**src/rtl/uart_tx.sv**
```systemverilog
// uart_tx: one-bit-per-clock asynchronous serial transmitter
// (start, LSB-first data, optional even/odd parity, stop).
module uart_tx #(
   parameter int DATA_WIDTH = 8
) (
   input  logic                  clk,
   input  logic                  rst,
   input  logic [DATA_WIDTH-1:0] p_data,
   input  logic                  data_valid,
   input  logic                  par_en,
   input  logic                  par_typ,
   output logic                  tx_out,
   output logic                  busy
);
   localparam int CW = $clog2(DATA_WIDTH);
   typedef enum logic [2:0] {IDLE, START, DATA, PARITY, STOP} state_t;
   state_t                state_q, state_d;
   logic [CW-1:0]         cnt_q, cnt_d;
   logic [DATA_WIDTH-1:0] data_q, data_d;
   logic                  par_en_q, par_en_d, par_typ_q, par_typ_d;
   logic                  tx_q, tx_d, busy_q, busy_d;
   always_ff @(posedge clk or negedge rst) begin
      if (!rst) begin
         state_q   <= IDLE;
         cnt_q     <= '0;
         data_q    <= '0;
         par_en_q  <= 1'b0;
         par_typ_q <= 1'b0;
         tx_q      <= 1'b1;
         busy_q    <= 1'b0;
      end else begin
         state_q   <= state_d;
         cnt_q     <= cnt_d;
         data_q    <= data_d;
         par_en_q  <= par_en_d;
         par_typ_q <= par_typ_d;
         tx_q      <= tx_d;
         busy_q    <= busy_d;
      end
   end
   // tx_d/busy_d describe the line level for the state being entered
   always_comb begin
      state_d   = state_q;
      cnt_d     = cnt_q;
      data_d    = data_q;
      par_en_d  = par_en_q;
      par_typ_d = par_typ_q;
      tx_d      = tx_q;
      busy_d    = busy_q;
      case (state_q)
         IDLE: begin
            tx_d   = 1'b1;
            busy_d = 1'b0;
            if (data_valid) begin
               data_d    = p_data;
               par_en_d  = par_en;
               par_typ_d = par_typ;
               state_d   = START;
               tx_d      = 1'b0;
               busy_d    = 1'b1;
            end
         end
         START: begin
            state_d = DATA;
            cnt_d   = '0;
            tx_d    = data_q[0];
         end
         DATA: begin
            if (cnt_q == CW'(DATA_WIDTH - 1)) begin
               cnt_d   = '0;
               state_d = par_en_q ? PARITY : STOP;
               tx_d    = par_en_q ? (^data_q) ^ par_typ_q : 1'b1;
            end else begin
               cnt_d = cnt_q + 1'b1;
               tx_d  = data_q[cnt_d];
            end
         end
         PARITY: begin
            state_d = STOP;
            tx_d    = 1'b1;
         end
         STOP: begin
            state_d = IDLE;
            tx_d    = 1'b1;
            busy_d  = 1'b0;
         end
         default: begin
            state_d = IDLE;
            cnt_d   = '0;
            tx_d    = 1'b1;
            busy_d  = 1'b0;
         end
      endcase
   end
   assign tx_out = tx_q;
   assign busy   = busy_q;
endmodule

```
**config.mk**
```make
export PLATFORM = sky130hd
export DESIGN_NAME = uart_tx
export DESIGN_NICKNAME = d
export VERILOG_FILES = /design/src/rtl/uart_tx.sv
export SDC_FILE = /design/constraint.sdc
export NUM_CORES = 1
export LEC_CHECK = 0
export CORE_MARGIN = 2
export CORE_UTILIZATION = 55
export CTS_BUF_LIST = sky130_fd_sc_hd__clkbuf_4
export DETAILED_ROUTE_END_ITERATION = 10
export PLACE_DENSITY = 0.91
export RECOVER_POWER = 25
export SYNTH_ARGS = -nofsm -noshare
export SYNTH_HDL_FRONTEND = slang
export SYNTH_SLANG_ARGS = --single-unit
```
**constraint.sdc**
```tcl
create_clock -name clk -period 2.2 [get_ports clk]
set_clock_uncertainty 0.2 [all_clocks]
set_input_delay 0.55 -clock clk [delete_from_list [all_inputs] [get_ports clk]]
set_output_delay 0.55 -clock clk [all_outputs]
set_load 0.01 [all_outputs]
```
Word level (Yosys, flattened, before mapping)
Index checks and enable logic that the tools add are counted.
- word-level logic and storage cells: 37
- input port bits: 13
- output and inout port bits: 2
- flip-flop bits (word level): 18
- reduce and logical (&&, ||, !) cells: 6
- order comparisons: 1
- bitwise gates (word level): 1
- muxes and demuxes: 14
- equality and inequality tests: 7
- $add $sub $neg: 1
- operator list (operator ; count):
    $mux 3 ; 4
    $pmux 3 s4 ; 1
    $reduce_xor 8->1 ; 1
    $eq 3x2->1 const B ; 2
    $eq 3x3->1 const B ; 2
    $pmux 3 s2 ; 1
    $reduce_or 3->1 ; 2
    $mux 1 ; 5
    $lt 3x4->1 const B ; 1
    $ne 2x2->1 const B ; 2
    $reduce_and 2->1 ; 2
    $add 3x1->3 const B ; 1
    $bmux 1 s3 ; 1
    $eq 3x1->1 const B ; 1
    $logic_not 3->1 ; 1
    $pmux 1 s3 ; 1
    $pmux 1 s2 ; 1
    $xor 1x1->1 ; 1

Depth between registers and ports, before layout
Gate-level depths: netlist (run 1).
- depth after elaboration: 5
- mapped depth: 6
- gate-level depth less buffers: 6

Least setup slack after synthesis (run 1)
OpenSTA, ideal clock, no wires.
- path type: input -> register
- start: input port data_valid
- end: register data_q[1]
- stages: 4
- buffers on the path: 1
- data arrival time: 1.490 ns
- path slack: 0.382 ns
- required time: 1.872 ns
- cell sequence: nor2b_1 -> nor3b_1 -> buf_2 -> mux2_1
- word-level cells in the longest chain between the ends: 1
- ends and longest elaborated chain (what ; line ; source):
    from (decl) ; 9 ; input logic data_valid,
    $reduce_and 2->1 (no line) ; n/a ;
    to (signal assigned) ; 34 ; data_q <= data_d;
    to (decl) ; 19 ; logic [DATA_WIDTH-1:0] data_q, data_d;
Every way passes these cells.
A chain may end at the register's enable or synchronous reset.

Worst setup path after layout (run 1)
- start: register tx_q, in the netlist tx_out
- end: output port tx_out
- RTL lines (what ; line ; source):
    from (decl) ; 21 ; logic tx_q, tx_d, busy_q, busy_d;
    from (signal assigned) ; 37 ; tx_q <= tx_d;
    to (decl) ; 12 ; output logic tx_out,
No word-level cell between the ends.

==> metrics.txt, run 1 <==
Initial Utilization=between 50% and 60%; most frequent cells in the layout=dfrtp_1, mux2_1, clkdlybuf4s50_1; multi-input logic area=just over 500 um^2; RSZ-0062 raised after global routing=no; maximum clock insertion buffer count=2; htree depth=1; FF+latch area=451.7 um^2; pre-CTS setup slack=-0.1172 ns; vias per cell=5.336; Crit Path Max Fanout=1; top cells by area, synth=dfrtp_1, mux2_1, xnor3_1; Slowest-stage cell, CP=dfstp_2; Synth warnings=0; Residual DRC=0; Largest delay share family, worst path=flip-flops; fill count=132; final worst setup slack=approximately 0.090 ns; PD cells=1381 nW/um^2; PostCTS Resize Cnt=0; Seq cells post-synth=18; final WL=1722 um; WL per Instance=between 10 and 15 um; Slew headroom=69.35%; cts hold-fix bufs=0; Placeable Area=~1700 um^2; maxcap violations=0; Synth Area in Compound Gates=10.31%; residual overflow from global routing=0; DR iter-0 viols=8; CP Launch Type=flip-flop; Leak=around 0.52 nW; Yosys cell types=28; Post-Syn Area per Cell=11.99 um^2; layout cells sized above 1=a little under an eighth; Routed Antenna Nets=0; clock-pin slew on the worst setup and hold paths=approximately 0.10 ns; Pre-Repair DR Iteration Count=4; GP Congestion=~0.80; worst vdd ir=794.0 uV; number of port buffers=14; total clock buffers created by CTS=3; Mapped Nets=97; area grow syn2layout=22.65%; Tcrit/Tclk final=between 90% and 100%; Final nets=approximately 120; Crit Path Class=flip-flop to output pin; postcts setup bufs=0; Seq/Total Area, Yosys=~46%; hold crit path type=flip-flop to flip-flop; die area=~2100 um^2; Clk Latency, worst-skew pair=roughly 0.30 ns; Worst-Margin Slew=~0.46 ns; Peak Freq=around 0.47 GHz; CTS sink cnt=18; CP Data Required Time=~1.5 ns; Synth area leader=dfrtp_1; final setup vio count=0; Synth Area in XOR/XNOR=9.669%; antenna violations before repair=0; Die Wd=approximately 46 um; Final Non-Filler Cells=roughly 130; total power=1.665 mW; placed insts=between 100 and 150; status=finished, final reports clean; Antenna diodes=0; crit-path cells=clkdlybuf4s50_1; via count=a little under 700; CTS tree=built; dpl hpwl=between 1000 and 1500 um; vias in the first global route=663; synthesized instance count=82; first-pass GRT wire length=2849 um; Min Clock Period, post-route=2.110 ns; CTS root buf=clkbuf_4; Hold Vio Cnt, Final=0; Rows=15; I/O pin count=15; Pins Over Slew Limit=0; largest family of logic cells by synthesized area=multiplexers; mux cell area share after synthesis=between 10% and 20%; Adder-Cell Fraction of Synth Area=2.545%; synthesized area=just under 1000 um^2; chip height=roughly 46 um; Crit path largest cell delay=around 0.53 ns; total track usage=between 10% and 20%; Synth top area share=a little over two fifths; most common cell after layout, fill and taps aside=dfrtp_1; simple logic cell fraction of the synthesized area=a little under a tenth; Hold WS=0.3316 ns; CP endpoint kind=output pin; WP buf/inv=1; Crit path arrival time=1.36 ns; pin count of the biggest net entering global routing=14
==> final timing paths <==
| check | startpoint | end | slack (ns) | cells past startpoint |
|---|---|---|---|---|
| max | tx_out | tx_out | 0.09 | 1 |
| min | cnt_q[2] | cnt_q[2] | 0.33 | 2 |
| max reg2reg | cnt_q[1] | tx_out | 0.31 | 5 |
| min reg2reg | cnt_q[2] | cnt_q[2] | 0.33 | 2 |
| max in group asynchronous | rst | data_q[6] | 0.88 | 2 |
| min in group asynchronous | rst | state_q[0] | 0.42 | 1 |
==> Yosys cell counts (all sizes together) <==
master	instances
o21bai	1
o21ai	7
or3b	1
a2111oi	2
xnor3	2
buf	3
mux2	14
mux2i	1
nor3b	2
ha	2
nand2b	2
mux4	1
dfrtp	17
nor2b	2
xnor2	2
a21oi	7
a31oi	1
dfstp	1
nor2	2
xor2	1
nor3	2
nand2	6
inv	2
xor3	1
==> logic make-up after synthesis <==
group           Yosys count
compound gates           18
flops                    18
simple gates             17
mux                      16
xor+xnor                  6
buf+inv                   5
fa+ha+maj                 2
==> metrics by stage <==
step	area, um^2	setup TNS (ns)	utilization [%]
global placement	1180	-0.3279	69.08
detailed placement	1180	-0.8626	69.08
global route	1206	0	70.62
finish	1206	0	70.62
floorplan	983.4	0	-
CTS	1206	0	70.62
==> routing by layer <==
metal	GRT usage (%)	routed length [um]	part of all wire, %
met5	0	0	0
met4	12.57	53	3.1
met1	24.81	797	46
met3	2.353	59	3.4
met2	30.56	812	47
==> registers in the layout, indices dropped and copies added (netlist names) <==
signal,cells
par_en_q,1
par_typ_q,1
cnt_q,3
tx_out,1
busy,1
state_q,3
data_q,8
==> layout make-up <==
cell class,instances,area share [%]
Clock buffer,3,1.867
Sequential cell,18,37.45
Multi-Input combinational cell,59,41.80
Clock inverter,1,0.3112
Inverter,2,0.6224
Tap cell,25,2.593
Timing Repair Buffer,20,15.35
==> where the power goes <==
part / switching (mW) / internal (mW)
Clock: 0.106 / 0.0663
Sequential: 0.145 / 0.490
Combinational: 0.315 / 0.543
Note: power is estimated with default switching activity, not from simulation.
==> inputs of run 2 (changes only) <==
CORE_UTILIZATION = 52   (was 55)
CTS_BUF_LIST = default   (was sky130_fd_sc_hd__clkbuf_4)
PLACE_DENSITY = 0.87   (was 0.91)
==> metrics.txt, run 2 (synthesis results as in run 1) <==
status=finished, final reports clean; Peak Freq=roughly 0.48 GHz; crit path launch=data_valid; RSZ-0062 raised after global routing=no; dpl hpwl=~1400 um; layout cells sized above 1=between 10 and 15%; CP endpoint kind=flip-flop; CP Data Required Time=around 2.2 ns; DR iter-0 viols=9; CTS root buf=clkbuf_4; most common cell after layout, fill and taps aside=dfrtp_1; total track usage=a little under a fifth; Placeable Area=between 1500 and 2000 um^2; cts hold-fix bufs=0; Crit Path Max Fanout=6; final WL=1759 um; chip height=about 47 um; Placement Cell Area=between 1000 and 1500 um^2; clock-pin slew on the worst setup and hold paths=~0.10 ns; Initial Utilization=about 56%; I/O pin count=15; post-layout util=just under 70%; Slowest-stage cell, CP=clkdlybuf4s50_1; CP Launch Type=input port; Crit path arrival time=approximately 2 ns; hold_sp=data_q[5]; Crit Path Class=input port to flip-flop; biggest regs=data_q: 8 flops, cnt_q: 3 flops, state_q: 3 flops; Worst-Margin Slew=between 0.4 and 0.5 ns; Routed Antenna Nets=0; vias per cell=approximately 5.3; most frequent cells in the layout=dfrtp_1, mux2_1, clkdlybuf4s50_1; Min Clock Period, post-route=about 2.1 ns; GP Congestion=0.8000; vias in the first global route=approximately 650; Pre-Repair DR Iteration Count=4; PD cells=approximately 1400 nW/um^2; maximum clock insertion buffer count=2; Hold Vio Cnt, Final=0; worst vdd ir=about 840 uV; crit-path cells=clkdlybuf4s50_1 -> nor2b_1 -> nor3b_1 -> buf_4 -> mux2_1; antenna violations before repair=0; Crit path largest cell delay=approximately 0.47 ns; postcts setup bufs=0; CTS tree=built; maxcap violations=0; via count=between 600 and 700; Die Wd=between 40 and 50 um; Pins Over Slew Limit=0; WL per Instance=13.64 um; final setup vio count=0; Largest delay share family, worst path=buffers and inverters; residual overflow from global routing=0; area grow syn2layout=23.41%; post-route cell area=1214 um^2; R2R Path Start=cnt_q[0]; Rows=15; Final nets=120; number of port buffers=14; htree depth=1; Leak=approximately 0.53 nW; Tcrit/Tclk final=between 90 and 100%; Residual DRC=0; fill count=138; die area=roughly 2300 um^2; max reg flops=8; WP buf/inv=2; first-pass GRT wire length=between 2000 and 3000 um; pin count of the biggest net entering global routing=14; Slew headroom=between 60 and 70%; multi-input logic area=between 500 and 600 um^2; hold crit path type=flip-flop to flip-flop; Clk Latency, worst-skew pair=roughly 0.29 ns; CTS sink cnt=18; PostCTS Resize Cnt=0; FF+latch area=between 400 and 500 um^2; Antenna diodes=0; total clock buffers created by CTS=3; largest reg by FF count=data_q
==> run 2: through the flow <==
stage	cells	hold WS, ns	TNS [ns]	power (mW)	setup slack [ns]
after global placement	125	0.2928	-0.5895	1.482	-0.07131
after detailed placement	125	0.3191	-1.443	1.516	-0.1760
after CTS	129	0.3433	0	1.692	0.1131
final	129	0.3363	0	1.686	0.1199
after global routing	129	0.3639	0	1.831	0.04243
after floorplan	82	0.05441	0	1.294	0.3824
==> run 2: worst register-to-register path: stages, from the launching register on <==
cell and delay (ns):
dfrtp_1 0.40, ha_1 0.20, ha_1 0.31, mux4_2 0.49, o21ai_1 0.13, a21oi_1 0.08
==> run 2: metal layers <==
metal / share of wire [%] / routed length, um / global-route usage [%] / up-vias
li1: - / - / - / 341
met4: 1.5 / 26 / 11.67 / 0
met2: 50 / 877 / 30.81 / 16
met1: 44 / 773 / 22.44 / 330
met3: 4.7 / 82 / 4.906 / 2
met5: 0 / 0 / 0 / -
==> run 2: path summary, 6_finish.rpt <==
check	to	slack [ns]	cells after the start
max in group asynchronous	par_en_q	0.85	2
min	data_q[5]	0.34	1
min in group asynchronous	data_q[6]	0.45	1
max	par_typ_q	0.12	5
min reg2reg	data_q[5]	0.34	1
max reg2reg	tx_out	0.31	5
==> run 2: cell type report <==
type                    instances  area share, %
inverters                       2         0.6186
flip-flops and latches         18          37.22
multi-input cells              59          41.55
repair buffers                 21          15.88
well taps                      25          2.577
clock buffers                   4          2.165
==> run 2: where the power goes <==
group / internal [mW] / total, mW / switching [mW]
Sequential: 0.490 / 0.639 / 0.149
Clock: 0.0704 / 0.170 / 0.0994
Combinational: 0.552 / 0.876 / 0.325
Total: 1.11 / 1.69 / 0.574
==> inputs of run 3 (changes only) <==
CORE_ASPECT_RATIO = 1.1   (was default)
CORE_MARGIN = 5   (was 2)
SLEW_MARGIN = 40   (was default)
==> metrics.txt, run 3 (synthesis results as in run 1) <==
status=finished, final reports clean; Die Wd=between 50 and 60 um; Slowest-stage cell, CP=dfstp_2; Crit path arrival time=1.33 ns; Largest delay share family, worst path=flip-flops; total clock buffers created by CTS=3; worst vdd ir=approximately 700 uV; post-route cell area=between 1000 and 1500 um^2; Clk Latency, worst-skew pair=roughly 0.29 ns; Min Clock Period, post-route=between 2 and 2.5 ns; Crit path largest cell delay=0.53 ns; maxcap violations=0; crit path launch=tx_out; largest reg by FF count=data_q; CP endpoint kind=output pin; Hold Vio Cnt, Final=0; area grow syn2layout=22.77%; Pre-Repair DR Iteration Count=5; Initial Utilization=a little over half; pin count of the biggest net entering global routing=12; Worst path depth=1; clock-pin slew on the worst setup and hold paths=0.10 ns; htree depth=1; RSZ-0062 raised after global routing=no; dpl hpwl=1366 um; antenna violations before repair=0; WP buf/inv=1; placed insts=between 100 and 150; number of port buffers=14; Residual DRC=0; CTS tree=built; Pins Over Slew Limit=0; Placement Cell Area=between 1000 and 1500 um^2; Routed Antenna Nets=0; CP Launch Type=flip-flop; cts hold-fix bufs=0; most frequent cells in the layout=dfrtp_1, mux2_1, clkdlybuf4s50_1; biggest regs=data_q: 8 flops, cnt_q: 3 flops, state_q: 3 flops; Worst-Margin Slew=between 0.5 and 0.6 ns; Worst R2R End=tx_out; final setup vio count=0; final WL=about 1800 um; first-pass GRT wire length=about 3200 um; Crit Path Class=flip-flop to output pin; Final Non-Filler Cells=121; layout cells sized above 1=between 10 and 15%; Final nets=119; residual overflow from global routing=0; PD cells=~1400 nW/um^2; r2r setup slk=~0.30 ns; CP Data Required Time=~1.5 ns; CTS sink cnt=18; chip height=around 56 um; DR iter-0 viols=15; vias in the first global route=716; most common cell after layout, fill and taps aside=dfrtp_1; via count=716; max reg flops=8; maximum clock insertion buffer count=2; Rows=16; Crit Path Max Fanout=1; Slew headroom=between 60% and 70%; R2R Path Start=cnt_q[1]; die area=between 2000 and 3000 um^2; hold crit path type=flip-flop to flip-flop; CTS root buf=clkbuf_4; Worst setup endpoint=tx_out; Antenna diodes=0; Peak Freq=around 0.48 GHz; crit-path cells=clkdlybuf4s50_1; Placeable Area=1802 um^2; WL per Instance=around 15 um; I/O pin count=15; postcts setup bufs=0; total track usage=~15%; GP Congestion=around 0.8; vias per cell=around 5.9; PostCTS Resize Cnt=0; Tcrit/Tclk final=between 90 and 100%; depth of the worst register-to-register path=5; Leak=between 0.5 and 0.6 nW
## run 3: cell types whose count changed in the layout (fill, tap and decap cells not counted), sizes merged
cell / before / now
buf: 7 / 6
## run 3: how the worst min path moves through the flow
stage,startpoint,end,slack (ns),cells after the start
floorplan,rst,busy,0.05,0
global placement,par_typ_q,par_typ_q,0.30,1
detailed placement,par_typ_q,par_typ_q,0.31,1
CTS,par_typ_q,par_typ_q,0.33,1
global route,par_typ_q,par_typ_q,0.37,1
finish,par_typ_q,par_typ_q,0.32,1
## run 3: cell type report
cell class | count | area (um^2)
fill | 149 | 594.3
timing repair buffer | 20 | 185.2
multi-input combinational | 59 | 504.2
tap | 18 | 22.52
clock buffer | 4 | 36.28
inverter | 2 | 7.507
sequential | 18 | 451.7
## run 3: layer usage
metal / GRT usage (%) / part of all wire [%] / routed length (um) / vias to the layer above
li1: - / - / - / 342
met1: 19.28 / 43 / 764 / 354
met2: 22.91 / 50 / 891 / 16
met3: 2.681 / 4.1 / 73 / 4
met4: 7.865 / 2.5 / 44 / 0
met5: 0 / 0 / 0 / -
## run 3: power breakdown
| part | leakage, nW | switching (mW) | internal (mW) | total, mW |
|---|---|---|---|---|
| combinational | 0.286 | 0.318 | 0.543 | 0.861 |
| sequential | 0.219 | 0.151 | 0.490 | 0.641 |
| clock | 0.0210 | 0.0986 | 0.101 | 0.199 |
## run 3: metrics by stage
step / worst slack (ns) / utilization (%) / TNS, ns / hold slack, ns / power, mW
global route: 0.07648 / 67.01 / 0 / 0.3669 / 1.847
detailed placement: -0.1650 / 65.00 / -1.320 / 0.3071 / 1.511
CTS: 0.09971 / 67.01 / 0 / 0.3315 / 1.715
global placement: -0.1061 / 65.00 / -0.8719 / 0.2959 / 1.479
finish: 0.1169 / 67.01 / 0 / 0.3244 / 1.701
floorplan: 0.3824 / - / 0 / 0.05441 / 1.294
